### src/rtl/thistle_pkg.sv
// Shared constants and arbiter state encoding for the RAM sharing logic.
package thistle_pkg;

  localparam int unsigned ADDR_W = 4;
  localparam int unsigned DATA_W = 8;

  typedef enum logic [1:0] {
    ST_CPU     = 2'b00,
    ST_WAIT    = 2'b01,
    ST_LOAD    = 2'b10,
    ST_RELEASE = 2'b11
  } arb_state_t;

endpackage

### src/rtl/arb_wait_timer.sv
// Wait timer: counts cycles spent waiting for a CPU boundary; flags the last allowed cycle.
module arb_wait_timer #(
  parameter int unsigned WAIT_MAX = 255
) (
  input  logic clk,
  input  logic rst,
  input  logic clr,
  input  logic inc,
  output logic tc_c
);

  localparam int unsigned CNT_W = 8;

  logic [CNT_W-1:0] count;

  // Clear has priority over increment.
  always_ff @(posedge clk) begin
    if (rst) begin
      count <= '0;
    end else if (clr) begin
      count <= '0;
    end else if (inc) begin
      count <= count + CNT_W'(1);
    end
  end

  assign tc_c = (count == CNT_W'(WAIT_MAX - 1));

endmodule

### src/rtl/ram_arbiter.sv
// Arbitrates the single program/data RAM between the CPU datapath and the program loader.
module ram_arbiter
  import thistle_pkg::*;
#(
  parameter int unsigned WAIT_MAX = 255
) (
  input  logic              clk,
  input  logic              rst,
  input  logic [ADDR_W-1:0] cpu_addr,
  input  logic              cpu_ri,
  input  logic [DATA_W-1:0] cpu_wdata,
  input  logic              cpu_boundary,
  input  logic              cpu_hlt,
  output logic              cpu_hold,
  output logic [DATA_W-1:0] cpu_rdata,
  input  logic              ld_req,
  output logic              ld_gnt,
  output logic              ld_nack,
  input  logic              ld_valid,
  input  logic              ld_we,
  input  logic [ADDR_W-1:0] ld_addr,
  input  logic [DATA_W-1:0] ld_wdata,
  output logic [DATA_W-1:0] ld_rdata,
  output logic              ld_rvalid,
  output logic [ADDR_W:0]   ld_wr_cnt,
  output logic [ADDR_W-1:0] ram_addr,
  output logic              ram_we,
  output logic [DATA_W-1:0] ram_wdata,
  input  logic [DATA_W-1:0] ram_rdata
);

  localparam logic [ADDR_W:0] WR_CNT_MAX = {1'b1, {ADDR_W{1'b0}}};

  arb_state_t state;
  arb_state_t state_nxt;
  logic       nack_nxt;
  logic       tmr_clr;
  logic       tmr_inc;
  logic       tmr_tc;
  logic       load_rd;
  logic       load_wr;

  arb_wait_timer #(
    .WAIT_MAX (WAIT_MAX)
  ) u_wait_timer (
    .clk  (clk),
    .rst  (rst),
    .clr  (tmr_clr),
    .inc  (tmr_inc),
    .tc_c (tmr_tc)
  );

  // State register.
  always_ff @(posedge clk) begin
    if (rst) begin
      state <= ST_CPU;
    end else begin
      state <= state_nxt;
    end
  end

  // Next-state logic; a dropped request always wins, then a boundary grant, then timeout.
  always_comb begin
    state_nxt = state;
    nack_nxt  = 1'b0;
    tmr_clr   = 1'b0;
    tmr_inc   = 1'b0;
    case (state)
      ST_CPU: begin
        if (ld_req) begin
          state_nxt = ST_WAIT;
          tmr_clr   = 1'b1;
        end
      end
      ST_WAIT: begin
        if (!ld_req) begin
          state_nxt = ST_RELEASE;
        end else if (cpu_boundary || cpu_hlt) begin
          state_nxt = ST_LOAD;
        end else if (tmr_tc) begin
          state_nxt = ST_RELEASE;
          nack_nxt  = 1'b1;
        end else begin
          tmr_inc = 1'b1;
        end
      end
      ST_LOAD: begin
        if (!ld_req) begin
          state_nxt = ST_RELEASE;
        end
      end
      ST_RELEASE: begin
        if (!ld_req) begin
          state_nxt = ST_CPU;
        end
      end
      default: state_nxt = ST_CPU;
    endcase
  end

  assign load_rd = (state == ST_LOAD) && ld_valid && !ld_we;
  assign load_wr = (state == ST_LOAD) && ld_valid && ld_we;

  // Registered handshake outputs, derived from the upcoming state.
  always_ff @(posedge clk) begin
    if (rst) begin
      cpu_hold  <= 1'b0;
      ld_gnt    <= 1'b0;
      ld_nack   <= 1'b0;
      ld_rvalid <= 1'b0;
      ld_wr_cnt <= '0;
    end else begin
      cpu_hold  <= (state_nxt != ST_CPU);
      ld_gnt    <= (state_nxt == ST_LOAD);
      ld_nack   <= nack_nxt;
      ld_rvalid <= load_rd;
      if ((state == ST_WAIT) && (state_nxt == ST_LOAD)) begin
        ld_wr_cnt <= '0;
      end else if (load_wr && (ld_wr_cnt != WR_CNT_MAX)) begin
        ld_wr_cnt <= ld_wr_cnt + (ADDR_W + 1)'(1);
      end
    end
  end

  // RAM port mux: CPU owns the RAM except while the loader is granted; no writes during release.
  always_comb begin
    ram_addr  = cpu_addr;
    ram_wdata = cpu_wdata;
    ram_we    = cpu_ri;
    case (state)
      ST_LOAD: begin
        ram_addr  = ld_addr;
        ram_wdata = ld_wdata;
        ram_we    = ld_valid && ld_we;
      end
      ST_RELEASE: ram_we = 1'b0;
      default: ;
    endcase
  end

  assign cpu_rdata = ram_rdata;
  assign ld_rdata  = ram_rdata;

  // The sequencer is frozen while the loader owns the RAM, so it must not strobe a write.
  a_no_cpu_ri_when_held : assert property (
    @(posedge clk) disable iff (rst)
      ((state == ST_LOAD) || (state == ST_RELEASE)) |-> !cpu_ri
  ) else $error("cpu_ri asserted while loader owns RAM");

endmodule

### config.mk
export PLATFORM = sky130hd
export DESIGN_NAME = ram_arbiter
export DESIGN_NICKNAME = d
export VERILOG_FILES = /design/src/rtl/thistle_pkg.sv /design/src/rtl/arb_wait_timer.sv /design/src/rtl/ram_arbiter.sv
export SDC_FILE = /design/constraint.sdc
export NUM_CORES = 1
export LEC_CHECK = 0
export CAP_MARGIN = 20
export CORE_AREA = 2 2 64 66
export DETAILED_ROUTE_END_ITERATION = 10
export DIE_AREA = 0 0 66 68
export PLACE_DENSITY = 0.83
export SYNTH_ARGS = -nofsm -noshare
export SYNTH_HDL_FRONTEND = slang
export SYNTH_SLANG_ARGS = --single-unit
export TNS_END_PERCENT = 50
### constraint.sdc
create_clock -name clk -period 1.92 [get_ports clk]
set_input_delay 0.384 -clock clk [delete_from_list [all_inputs] [get_ports clk]]
set_output_delay 0.384 -clock clk [all_outputs]
set_load 0.03 [all_outputs]
# Word level (Yosys, flattened, before mapping)
# Cells that the tools add are included.
# word_totals
out_inout_bits	38
elab_cells	47
input_bits	40
reg_bits	19
# classes
n_bitwise	2
addsub	2
muxes	17
eq_ne	6
reduce_logical	13
# op_table
cell	count
2-bit 2-to-1 mux	6
8-bit by 1-bit adder with 8-bit output, second input constant	1
8-bit == test, second input constant	1
8-bit 2-to-1 mux	1
2-bit one-hot mux with 4 select lines	1
1-bit 2-to-1 mux	7
2-bit == test, second input constant	3
1-bit logical AND	6
5-bit by 1-bit adder with 5-bit output, second input constant	1
5-bit != test, second input constant	1
4-bit 2-to-1 mux	1
2-bit OR reduction	2
4-bit OR reduction	1
2-bit by 1-bit == test with 1-bit output, second input constant	1
2-bit zero test	1
1-bit inverter	2
1-bit one-hot mux with 2 select lines	1
2-bit nonzero test	1
1-bit zero test	1
1-bit logical OR	1

# Depth between registers and ports, before layout
# depth
depth_word	8
mapped_depth	6
depth_no_buf	6

# By module
# A second synthesis with hierarchy kept.
# hier_totals
cells_unflattened	134
area_unflattened_um2	1214.9
# modules_own_cells
module	area_each_um2	cells_each	n_inst	seq_area_each_um2
ram_arbiter	847.1	92	1	220.2
arb_wait_timer	367.9	42	1	160.2

# Worst setup path after synthesis
# Ideal clock, no wire load.
# synth_timing
path_type	flip-flop to flip-flop
from	register u_wait_timer.count[0]
to	register u_wait_timer.count[4]
arrival_ps	1733
stages_incl_launch_ff	7
path_buffers	0
setup_time_ps	69
required_time_ps	1851
path_slack_ps	118
cell_sequence	dfxtp_1 > inv_1 > ha_1 > and3_1 > a211o_1 > or4_4 > a21oi_2
# synth_via
elab_chain_cells	5
# synth_rtl
element	line	rtl
start, declared	arb_wait_timer.sv:14	logic [CNT_W-1:0] count;
start signal, assigned	arb_wait_timer.sv:23	count <= count + CNT_W'(1);
8-bit == test	arb_wait_timer.sv:27	assign tc_c = (count == CNT_W'(WAIT_MAX - 1));
1-bit 2-to-1 mux	ram_arbiter.sv:80	end else if (tmr_tc) begin
1-bit 2-to-1 mux	ram_arbiter.sv:78	end else if (cpu_boundary || cpu_hlt) begin
1-bit 2-to-1 mux	ram_arbiter.sv:76	if (!ld_req) begin
1-bit 2-to-1 mux	ram_arbiter.sv:68	case (state)
# Parallel ways exist; a longest one is shown, timed or not.
# A chain may end at the register's enable or synchronous reset.

# Final worst setup path
# layout_timing
from	register state[1]
to	output port ram_addr[1]
# layout_via
elab_chain_cells	2
# layout_rtl
element	line	rtl
start, declared	ram_arbiter.sv:34	arb_state_t state;
start signal, assigned	ram_arbiter.sv:58	state <= state_nxt;
2-bit == test	ram_arbiter.sv:130	case (state)
4-bit 2-to-1 mux	ram_arbiter.sv:130	
end, declared	ram_arbiter.sv:26	output logic [ADDR_W-1:0] ram_addr,
# No other way between the ends.

==> results.yml <==
routing:
  drc_errors: 0
  vias_per_cell: 4.69
  finalWirelength_um: 2790
  vias: 1134
  drt-wirelength-per-cell_um: 11.5
  ant_nets: 0
  dr.pass1.iters: 4
  drtIter0Drc: 46
placed_design:
  port_buffers: 53
  gp_congestion: 0.762
  placed_cell_area_um2: 1760
  hpwl_um: 2230
  dpl.cell_count: 238
synth:
  yosys_warnings: 0
  synth.cell_area_um2: 1210
  synthesis.nets: 182
  netlist_instances: 138
  syn_area_per_cell_um2: 8.76
  ys_seq_elements: 19
  ys_types: 41
  ys_seq_area_share_pct: 31.5
run:
  maxCapViolCount: 0
clock_tree:
  cts_tree: "done"
  clock_latency_ps: 260
  cts_buffers: 3
  clkSinkCount: 19
  h-tree-depth: 1
  clockBufferDepth: 2
  post-cts-setup-buffers: 0
  clk_pin_slew_ps: 70
  cts-root-buf: "clkbuf_8"
timing:
  period_share_pct: 97.2
  setup_viol: 0
  worst_pin_slew_ps: 409
  max-slew-margin-rel_pct: 72.6
  finalHoldViolations: 0
  fin_worst_skew_ps: 1.78
  fin_crit_ps: 1870
  fin_worst_hold_slack_ps: 507
  rsz0062_at_grt: "no"
  drv_slew: 0
  fin_tns_setup_ps: 0
  fmaxAchievable_mhz: 536
worst_setup_path:
  startpoint_type: "register"
  critPathArrivalTime_ps: 1480
  crit_fanout: 12
  required_ps: 1540
  worstSetupEndpointType: "primary output"
  worstSetupPathType: "register to primary output"
power_and_ir_drop:
  p_leak_nw: 0.683
  ir_drop_uv: 243
  p_per_area_nw_per_um2: 574
floorplanning:
  dieArea_um2: 4490
  fp-row-count: 23
  initial_utilization_pct: 31.3
  die_x_um: 66
  io_pins: 78
  coreArea_um2: 3860
  die_h_um: 68
finish:
  synthToLayoutAreaGrowth_pct: 51.0
  diodes: 0
  nets: 237
  fillers: 379
  design_area_um2: 1830
  final_cells: 242
  final_core_util_pct: 47.3
  drive_above_1_share_pct: 27.6
global_route:
  grt_overflow: 0
  grt_max_degree: 13
  grt_pass1_vias: 1042
  antenna_found_initial: 0
  grt_pass1_wl_um: 4350
  grt_usage_pct: 12.2
run_status:
  status: "finished, final reports clean"
worst_hold_path:
  hold_path.class: "register to register"
==> metal layers <==
layer  up-vias  global-route usage (%)  share of wire (%)
met1       523                    15.4                 43
met4         0                    3.83                1.1
li1        583                       -                  -
met2        25                    20.6                 51
met3         3                    3.29                5.4
met5         -                       0                  0
==> placed cells by master (no fill, tap or decap), types with 2 or more instances in the layout <==
cell             count
or3_1                3
a211oi_1             3
mux2_2              12
dfxtp_1             19
clkbuf_8             3
nand4_1              4
xnor2_1              4
clkdlybuf4s50_1     40
o211ai_1             2
inv_1                8
nor2_1              11
ha_1                 4
and4_1               2
a21oi_1              5
o31ai_1              3
a21oi_2              2
buf_4               29
nor3_1               2
o21ai_0              6
xor2_1               3
nand2_1              5
==> path summary, 6_finish.rpt <==
path                          from                    end  slack, ps  cells after the start
min reg2reg  u_wait_timer.count[7]  u_wait_timer.count[7]        510                      2
max                       state[1]            ram_addr[1]         50                      4
max reg2reg  u_wait_timer.count[0]  u_wait_timer.count[4]        110                      6
min          u_wait_timer.count[7]  u_wait_timer.count[7]        510                      2
==> kinds of logic after synthesis <==
kind of cell	count (synthesis)	share of synthesized area, %
AOI/OAI and AO/OA	27	14.5
and+or+nand+nor	40	19.0
buffers and inverters	28	13.8
adders and majority gates	4	4.14
xor gates and xnor gates	7	5.07
muxes	13	12.0
DFF	19	31.5
==> power breakdown <==
| part | switching (mW) | internal, mW | total [mW] | leakage, nW |
|---|---|---|---|---|
| registers | 0.00766 | 0.405 | 0.413 | 0.154 |
| clock network | 0.138 | 0.145 | 0.283 | 0.0255 |
| logic | 0.166 | 0.187 | 0.352 | 0.504 |
| total | 0.312 | 0.737 | 1.05 | 0.683 |
==> synthesized netlist by cell type (all sizes together) <==
cell / count / area (um^2)
dfxtp: 19 / 380
buf: 18 / 129
mux2: 12 / 135
nor2: 11 / 41.3
inv: 8 / 30.0
a21oi: 7 / 38.8
o21ai: 7 / 35.0
nand2: 5 / 18.8
ha: 4 / 50.1
nand4: 4 / 25.0
xnor2: 4 / 35.0
a211oi: 3 / 22.5
o31ai: 3 / 22.5
or3: 3 / 18.8
xor2: 3 / 26.3
and4: 2 / 17.5
clkbuf: 2 / 7.51
nor2b: 2 / 12.5
nor3: 2 / 10.0
o211ai: 2 / 15.0
or4: 2 / 18.8
a211o: 1 / 8.76
a311oi: 1 / 8.76
a31o: 1 / 8.76
a31oi: 1 / 6.26
and2: 1 / 6.26
and3: 1 / 6.26
and4b: 1 / 10.0
mux2i: 1 / 10.0
nand3: 1 / 5.00
nand3b: 1 / 11.3
nand4b: 1 / 8.76
nor3b: 1 / 7.51
nor4: 1 / 6.26
o2111ai: 1 / 8.76
or2: 1 / 6.26
==> state kept, by name (all words and copies together), names as in the netlist <==
register / flops
ld_nack: 1
state: 2
cpu_hold: 1
u_wait_timer.count: 8
ld_rvalid: 1
ld_wr_cnt: 5
ld_gnt: 1
==> worst max-delay path, stage by stage (launching register included) <==
cell and delay (ps):
dfxtp_1 350, nor2b_4 190, buf_8 160, mux2_2 350, buf_4 170
==> metrics by stage <==
| step | total power [mW] | setup slack [ps] |
|---|---|---|
| floorplan | 0.665 | 118 |
| global placement | 0.761 | -149 |
| detailed placement | 0.766 | -176 |
| CTS | 1.06 | 4.13 |
| global route | 1.11 | 4.58 |
| finish | 1.05 | 54.0 |
==> final cells by class <==
cell class                 count  area, um^2  share of cell area (%)
inverter                       8        30.0                    1.64
timing repair buffer          70         633                    34.7
sequential                    19         380                    20.8
clock inverter                 1        5.00                   0.274
multi-input combinational     91         673                    36.9
tap                           50        62.6                    3.43
clock buffer                   3        41.3                    2.26
==> timing repair <==
action                     in CTS  in global routing
cloned                          0                  0
setup endpoints to repair      12                 13
hold buffers                    0                  0
resized for setup               2                  3
(Power assumes the default switching activity.)
